File: config.mk
export PLATFORM = sky130hd
export DESIGN_NAME = seq_detect_prog
export DESIGN_NICKNAME = d
export VERILOG_FILES = /design/src/rtl/seq_detect_prog.sv
export SDC_FILE = /design/constraint.sdc
export NUM_CORES = 1
export LEC_CHECK = 0
export ABC_AREA = 1
export CAP_MARGIN = 20
export CORE_MARGIN = 10
export CORE_UTILIZATION = 35
export DETAILED_ROUTE_END_ITERATION = 10
export HOLD_SLACK_MARGIN = 0.12
export PLACE_DENSITY = 0.56
export SYNTH_ARGS = -nofsm -noshare
export SYNTH_HDL_FRONTEND = slang
export SYNTH_SLANG_ARGS = --single-unit
File: constraint.sdc
create_clock -name clk -period 2.65 [get_ports clk]
set_input_delay 0.3975 -clock clk [delete_from_list [all_inputs] [get_ports clk]]
set_output_delay 0.3975 -clock clk [all_outputs]
set_load 0.02 [all_outputs]
File: src/rtl/seq_detect_prog.sv
// Programmable serial sequence detector.
// The detector shifts in bits while en is high and compares the last len bits
// against the active pattern. The pattern, length and overlap mode can be
// reloaded at run time, and match_count is a saturating count of matches.
module seq_detect_prog #(
    parameter int                 MAX_LEN     = 8,
    parameter int                 CNT_W       = 16,
    parameter logic [MAX_LEN-1:0] RST_PATTERN = MAX_LEN'(8'b0000_1011),
    parameter int                 RST_LEN     = 4,
    parameter bit                 RST_OVERLAP = 1'b1,
    localparam int                LEN_W       = $clog2(MAX_LEN) + 1
) (
    input  logic               clk,
    input  logic               reset,
    input  logic               en,
    input  logic               x,
    input  logic               cfg_we,
    input  logic [MAX_LEN-1:0] cfg_pattern,
    input  logic [LEN_W-1:0]   cfg_len,
    input  logic               cfg_overlap,
    input  logic               cnt_clr,
    output logic               y,
    output logic [CNT_W-1:0]   match_count,
    output logic               cfg_err
);

    // Active configuration
    logic [MAX_LEN-1:0] pat_q, pat_d;
    logic [LEN_W-1:0]   len_q, len_d;
    logic               ovl_q, ovl_d;

    // Detection state
    logic [MAX_LEN-1:0] hist_q, hist_d;
    logic [LEN_W-1:0]   fill_q, fill_d;

    // Registered outputs
    logic               y_q, y_d;
    logic               err_q, err_d;
    logic [CNT_W-1:0]   cnt_q, cnt_d;

    // Intermediate values for the current edge
    logic [MAX_LEN-1:0] mask;
    logic [MAX_LEN-1:0] hist_shift;
    logic [LEN_W-1:0]   fill_inc;
    logic               cfg_ok;
    logic               shift_en;
    logic               match;

    // Compare mask: only the low len bits of history and pattern take part
    always_comb begin
        mask = '0;
        for (int i = 0; i < MAX_LEN; i++) begin
            mask[i] = (i < int'(len_q));
        end
    end

    // History and fill as they would look after accepting x on this edge
    always_comb begin
        hist_shift = {hist_q[MAX_LEN-2:0], x};
        fill_inc   = (fill_q >= len_q) ? len_q : fill_q + 1'b1;
    end

    // Configuration validity and match decision; a config write takes the
    // edge, so the x sampled alongside it is dropped
    always_comb begin
        cfg_ok   = (cfg_len >= LEN_W'(2)) && (cfg_len <= LEN_W'(MAX_LEN));
        shift_en = en && !cfg_we;
        match    = shift_en && (fill_inc >= len_q) &&
                   ((hist_shift & mask) == (pat_q & mask));
    end

    // Next-state for configuration, history, fill and outputs
    always_comb begin
        pat_d  = pat_q;
        len_d  = len_q;
        ovl_d  = ovl_q;
        hist_d = hist_q;
        fill_d = fill_q;
        y_d    = 1'b0;
        err_d  = 1'b0;
        cnt_d  = cnt_q;

        if (cfg_we) begin
            if (cfg_ok) begin
                // New pattern starts from an empty history
                pat_d  = cfg_pattern;
                len_d  = cfg_len;
                ovl_d  = cfg_overlap;
                hist_d = '0;
                fill_d = '0;
            end else begin
                err_d  = 1'b1;
            end
        end else if (en) begin
            hist_d = hist_shift;
            // Non-overlap mode demands a complete fresh pattern after a hit
            fill_d = (match && !ovl_q) ? '0 : fill_inc;
        end

        y_d = match;

        // Clear beats a simultaneous match; the counter never wraps
        if (cnt_clr) begin
            cnt_d = '0;
        end else if (match && (cnt_q != {CNT_W{1'b1}})) begin
            cnt_d = cnt_q + 1'b1;
        end
    end

    // State registers with asynchronous reset to the built-in 1011 detector
    always_ff @(posedge clk or posedge reset) begin
        if (reset) begin
            pat_q  <= RST_PATTERN;
            len_q  <= LEN_W'(RST_LEN);
            ovl_q  <= RST_OVERLAP;
            hist_q <= '0;
            fill_q <= '0;
            y_q    <= 1'b0;
            err_q  <= 1'b0;
            cnt_q  <= '0;
        end else begin
            pat_q  <= pat_d;
            len_q  <= len_d;
            ovl_q  <= ovl_d;
            hist_q <= hist_d;
            fill_q <= fill_d;
            y_q    <= y_d;
            err_q  <= err_d;
            cnt_q  <= cnt_d;
        end
    end

    assign y           = y_q;
    assign cfg_err     = err_q;
    assign match_count = cnt_q;

endmodule

* Word level (Yosys, flattened, before mapping)
Index checks and enable logic that the tools add are counted.
Storage, ports and cells: input bits 19, output and inout bits 18, bits in registers 42
Operators by class: mux-type cells 12, equality and inequality tests 3, bitwise logic cells 2, add/subtract/negate cells 2, reduce and logical (&&, ||, !) cells 12, order comparisons 12
Operators with widths (number):
- $mux 16 | 2
- $mux 7 | 3
- $mux 4 | 5
- $add 16x1->16 const B | 1
- $and 8x8->8 | 2
- $lt 3x4->1 const A | 4
- $ne 16x16->1 const B | 1
- $eq 8x8->1 | 1
- $ge 4x4->1 | 2
- $lt 1x4->1 const A | 2
- $lt 2x4->1 const A | 2
- $logic_and 1x1->1 | 6
- $add 4x1->4 const B | 1
- $ge 4x2->1 const B | 1
- $le 4x4->1 const B | 1
- $reduce_and 2->1 | 2
- $reduce_bool 2->1 | 2
- $logic_not 1->1 | 2
- $mux 1 | 2
- $ne 2x1->1 const B | 1

* Depth between registers and ports, before layout
depth after elaboration 9, mapped depth 19, depth with buffers taken out 19

* Worst setup path before layout
No wires, ideal clock.
kind register -> register, from register len_q[2], to register fill_q[0], path slack -0.037 ns, setup time 0.117 ns, arrival 2.570 ns, buffers on the path 0, cell stages (with the launch flop) 17, cell sequence dfstp_2 > inv_2 > ha_1 > nand4_1 > nand3_1 > o21ai_0 > inv_1 > ha_1 > nand2_1 > inv_1 > nand3_1 > nand3_1 > nand3_2 > nor2_8 > nand2_1 > nand2_1 > nand2_1
Between the ends: cells in the longest elaborated chain, start to end 9, elaborated cells on any way between the ends 20
Ends and longest elaborated chain:
- start, declared | line 29 | logic [LEN_W-1:0] len_q, len_d;
- start signal, assigned | line 114 | len_q <= LEN_W'(RST_LEN);
- start signal, assigned | line 123 | len_q <= len_d;
- $ge 4x4->1 | line 60 | fill_inc = (fill_q >= len_q) ? len_q : fill_q + 1'b1;
- $mux 4 | line 60
- $ge 4x4->1 | line 68 | match = shift_en && (fill_inc >= len_q) &&
- $logic_and 1x1->1 (2 in series) | line 68
- $logic_and 1x1->1 | line 97 | fill_d = (match && !ovl_q) ? '0 : fill_inc;
- $mux 4 * | line 97
- $mux 4 * | line 94 | end else if (en) begin
- $mux 4 * | line 83 | if (cfg_we) begin
- end signal, assigned | line 126 | fill_q <= fill_d;
- end, declared | line 34 | logic [LEN_W-1:0] fill_q, fill_d;
Every way passes the cells marked *; elsewhere a longest branch is shown, timed or not. The select of a mux whose other input is x is not followed. A chain may end at the register's enable or synchronous reset.

* Worst setup path in the final report
from register len_q[2], to register cnt_q[14] (netlist: match_count[14])
Between the ends: cells in the longest elaborated chain, start to end 7, elaborated cells on any way between the ends 18
Ends and longest elaborated chain:
- $ge 4x4->1 | line 60
- $mux 4 | line 60
- $ge 4x4->1 | line 68
- $logic_and 1x1->1 | line 68
- $logic_and 1x1->1 * | line 68
- $logic_and 1x1->1 * | line 105 | end else if (match && (cnt_q != {CNT_W{1'b1}})) begin
- $reduce_bool 2->1 (no source line) *
- end signal, assigned | line 129 | cnt_q <= cnt_d;
- end, declared | line 39 | logic [CNT_W-1:0] cnt_q, cnt_d;
Every way passes the cells marked *; elsewhere a longest branch is shown, timed or not.

==> results by stage <==
Setup path:
- The required time of the critical path is around 2.9 ns.
- Setup slack on the worst reg-to-reg path comes out at approximately 0.027 ns.
- The most repeated library cell on the critical path is nand2_1.
- The nature of the critical path endpoint is a flop.
- The critical path is of the flop to flop type.
- On the worst path, the slowest cell contributes a delay of between 0.5 and 0.6 ns.
- The capturing point of the worst reg2reg path is match_count[14].
- The worst setup path is launched from a flop.
- The critical path goes through inv_2, ha_4, nand4_1, nand3_4, nand2_1, o21ai_2, inv_2, ha_4, nand2_1, nand2_1, nand2_2, nand3_4, nand3_4, nor2_8, clkbuf_16, nand4_1, nand2_1.
- The startpoint identified for the worst register-to-register timing path is len_q[2].
- The worst endpoint data arrival time is ~2.9 ns.
- The slowest stage of the critical path is the dfstp_2 cell.
- The depth of the most critical reg-to-reg path is 17.
- The biggest fanout along the worst timing path is 8.

Global route:
- Global routing used about an eighth of the available tracks across all layers.
- The maximum number of pins on one net before global-route repair is 33.
- The number of antenna violations at the first check in global routing is 0.
- The first global-routing pass estimated about 12000 um of wire.
- The total overflow left after global routing is 0.
- The number of global-route vias before repair was 2465.

Layout:
- The multi-input combinational cells in the finished layout cover a total of about 0.0015 mm2.
- The area growth from synthesis to layout is 31.6%.
- The storage element area is between 0.001 and 0.0015 mm2.
- At the end of the flow the core is filled with cells to about 47%.
- The layout cell share with drive strength beyond 1 is between 20% and 30%.
- The antenna cell count is 0.
- The net count of the finished layout is between 400 and 500.
- The layout filler cell count is roughly 750.

Synth:
- The most frequent cell after synthesis is nand2_1.
- The most used flip-flop cell after synthesis is dfrtp_1.
- The number of instances in the synthesized netlist is approximately 350.
- The flip-flop and latch count after synthesis is 42.
- The post-synthesis average cell area is slightly below 8 um2.
- After synthesis, flip-flops and latches occupy between 30 and 40% of the total area.
- The share of synthesized flip-flops with an asynchronous set or reset is 100%.
- When the netlist entered floorplanning its net count stood at 375.
- For this run, the number of Yosys warnings is 0.
- The cell area that synthesis handed to floorplanning was 0.00271 mm2.
- The fraction of synthesized cell area taken by the top area cell type is approximately a third.
- In this run, distinct cell masters in the synthesized netlist total 28.
- The synthesized design contains 0 enable-type register cells.
- Summed over all instances, the cell type with the most area after synthesis is dfrtp_1.
- Yosys attributes the largest share of cell area to dfrtp_1, nand2_1, inv_1, dfstp_2, ha_1.
- By count the netlist is led by nand2_1, inv_1, dfrtp_1.

Timing:
- For this run, the top clock speed supported by timing is approximately 380 MHz.
- Setup violations remaining at the end of the flow were counted as 0.
- Setup repair after global routing could not meet its margin everywhere.
- The max-slew headroom at the worst pin is between 40 and 50%.
- For the pin with the worst max-slew slack, the measured transition is a little over 0.8 ns.
- The final hold violation count came to 0.
- Across the routed clock network, the largest skew measured is 0.0120 ns.
- Final hold analysis gives a worst-case slack of between 0.4 and 0.5 ns.
- The worst path needs 2.62 ns of the cycle, external delays included.
- The total count of max-transition violations in the final report is 0.
- The period utilization is a little over nine tenths.

Clocking:
- Buffers inserted to repair hold after CTS numbered 0.
- CTS saw 42 sinks.
- The count of H-tree levels built during CTS is 2.
- The post-CTS clock slew at the launch and capture registers of the worst setup and hold paths is around 0.090 ns.
- At the later pin of the worst-skew pair, clock insertion delay measures 0.30 ns.
- The clock tree from TritonCTS is done.
- The tree is rooted in a clkbuf_8.
- The longest clock path from root to sink contains 2 buffers.
- The number of buffers inserted during clock tree synthesis is 5.

Pwr:
- Power spread over the standard cell area amounts to 681 mW/mm2.
- The worst-case IR drop observed on VDD is 0.000340 V.
- In this run the static leakage power is 0.00175 uW.

Detailed routing:
- The antenna violation net count after detailed routing is 0.
- In the final routed layout, each cell accounts on average for 13.8 um.
- The sum of routed wire length over all layers is about 6900 um.
- The total vias in the final route is between 2000 and 2500.
- The first detailed-routing pass ran for 5 iterations.
- In the routed design, unresolved DRC markers number 0.
- The first routing iteration left 60 violations.
- In the routed layout, each cell is associated on average with a via count of approximately 4.7.

Place:
- At the end of routability-driven placement, the weighted congestion stood at roughly 0.87.
- During placement, the flow inserted port buffers numbering 36.
- The wire-length estimate of the detail-placed layout is about 5000 um.

Die:
- The core area is 0.00765 mm2.
- The die width is ~110 um.
- The starting density of the core is a little over a third.
- The y dimension of the die is about 110 um.
- The die area is roughly 0.012 mm2.
- Row generation in the floorplan step produced 32 rows.
- The I/O pin count is 37.

Status:
- The run finished with clean final reports.

Flow run:
- The tool flagged a number of max-cap violations equal to 0.

Worst hold path:
- The kind of path behind the tightest hold check is input pin to async pin.
==> cells by family (layout without fill, tap and decap cells) <==
family	count (synthesis)	in the layout	share of synthesized area (%)
AOI/OAI and AO/OA	29	29	6.04
adders and majority gates	10	10	4.61
buffers and inverters	59	114	9.18
DFF	42	42	39.0
xor gates and xnor gates	16	16	5.17
muxes	3	3	1.25
and+or+nand+nor	187	187	34.8
==> where the power goes <==
part           switching, uW  leakage [uW]  internal [uW]  total [uW]
Sequential              59.4      0.000541            718         778
Clock                    227     0.0000482            211         438
Combinational            685       0.00116            531        1220
Total                    972       0.00175           1460        2430
==> critical path: cells and delay by family (launching register included) <==
kind / cells / cell delay [ns]
flops: 1 / 0.55
simple gates: 11 / 1.11
compound gates: 1 / 0.08
fa+ha+maj: 2 / 0.53
buf+inv: 3 / 0.28
==> sequential cells by signal (all words and copies together) (netlist names) <==
signal	flops
match_count	16
pat_q	8
hist_q	7
fill_q	4
len_q	4
cfg_err	1
ovl_q	1
y	1
==> worst max-delay path by stage <==
stage,start,end,depth (start not counted)
finish,len_q[2],match_count[14],17
global route,len_q[2],match_count[14],17
CTS,len_q[2],match_count[5],16
detailed placement,len_q[2],match_count[9],16
global placement,len_q[2],match_count[1],16
floorplan,len_q[2],fill_q[0],16
==> area by class of cell <==
type | instances | share of cell area, %
clock buffer | 7 | 2.42
sequential | 42 | 29.6
tap | 102 | 3.57
inverter | 50 | 5.26
timing repair buffer | 56 | 16.3
multi-input combinational | 245 | 42.7
clock inverter | 1 | 0.140
==> repair_timing <==
action                                  4_1_cts  5_1_grt
resized for setup                             4       19
pin swaps                                     1       10
endpoints found under the setup margin       20       21
hold endpoints to repair                      0        0
buffers inserted                              0        2
gates cloned                                  0        2
==> per-layer routing <==
| metal | track usage (%) | wire [um] | part of all wire [%] | vias up |
|---|---|---|---|---|
| met5 | 0 | 0 | 0 | - |
| met4 | 3.82 | 78 | 1.1 | 0 |
| met3 | 3.63 | 287 | 4.1 | 5 |
| met2 | 19.4 | 3290 | 47 | 31 |
| met1 | 15.7 | 3270 | 47 | 1121 |
| li1 | - | - | - | 1216 |
==> layout by cell type, fill, tap and decap left out, types with 4 or more instances in the layout <==
cell and n:
a21oi_1 9, buf_4 15, clkbuf_8 6, clkdlybuf4s50_1 36
dfrtp_1 37, dfstp_2 5, ha_1 6, ha_4 4
inv_1 42, inv_2 7, nand2_1 88, nand2_2 6
nand3_1 18, nand3_2 13, nand4_1 18, nor2_1 31
o21ai_0 5, o22ai_1 6, xnor2_1 4, xor2_1 12
==> through the flow <==
step / instances / setup TNS [ns] / area, um2 / setup WS (ns) / total power [uW]
3_3_place_gp: 491 / 0 / 3300 / 0.0225 / 1630
3_5_place_dp: 491 / -0.860 / 3300 / -0.0586 / 1660
5_1_grt: 503 / -2.50 / 3570 / -0.151 / 2630
6_report: 503 / 0 / 3570 / 0.0267 / 2430
2_1_floorplan: 346 / 0 / 2720 / 0.0538 / 1400
4_1_cts: 499 / 0 / 3410 / 0.0103 / 2170
(Power assumes the default switching activity.)
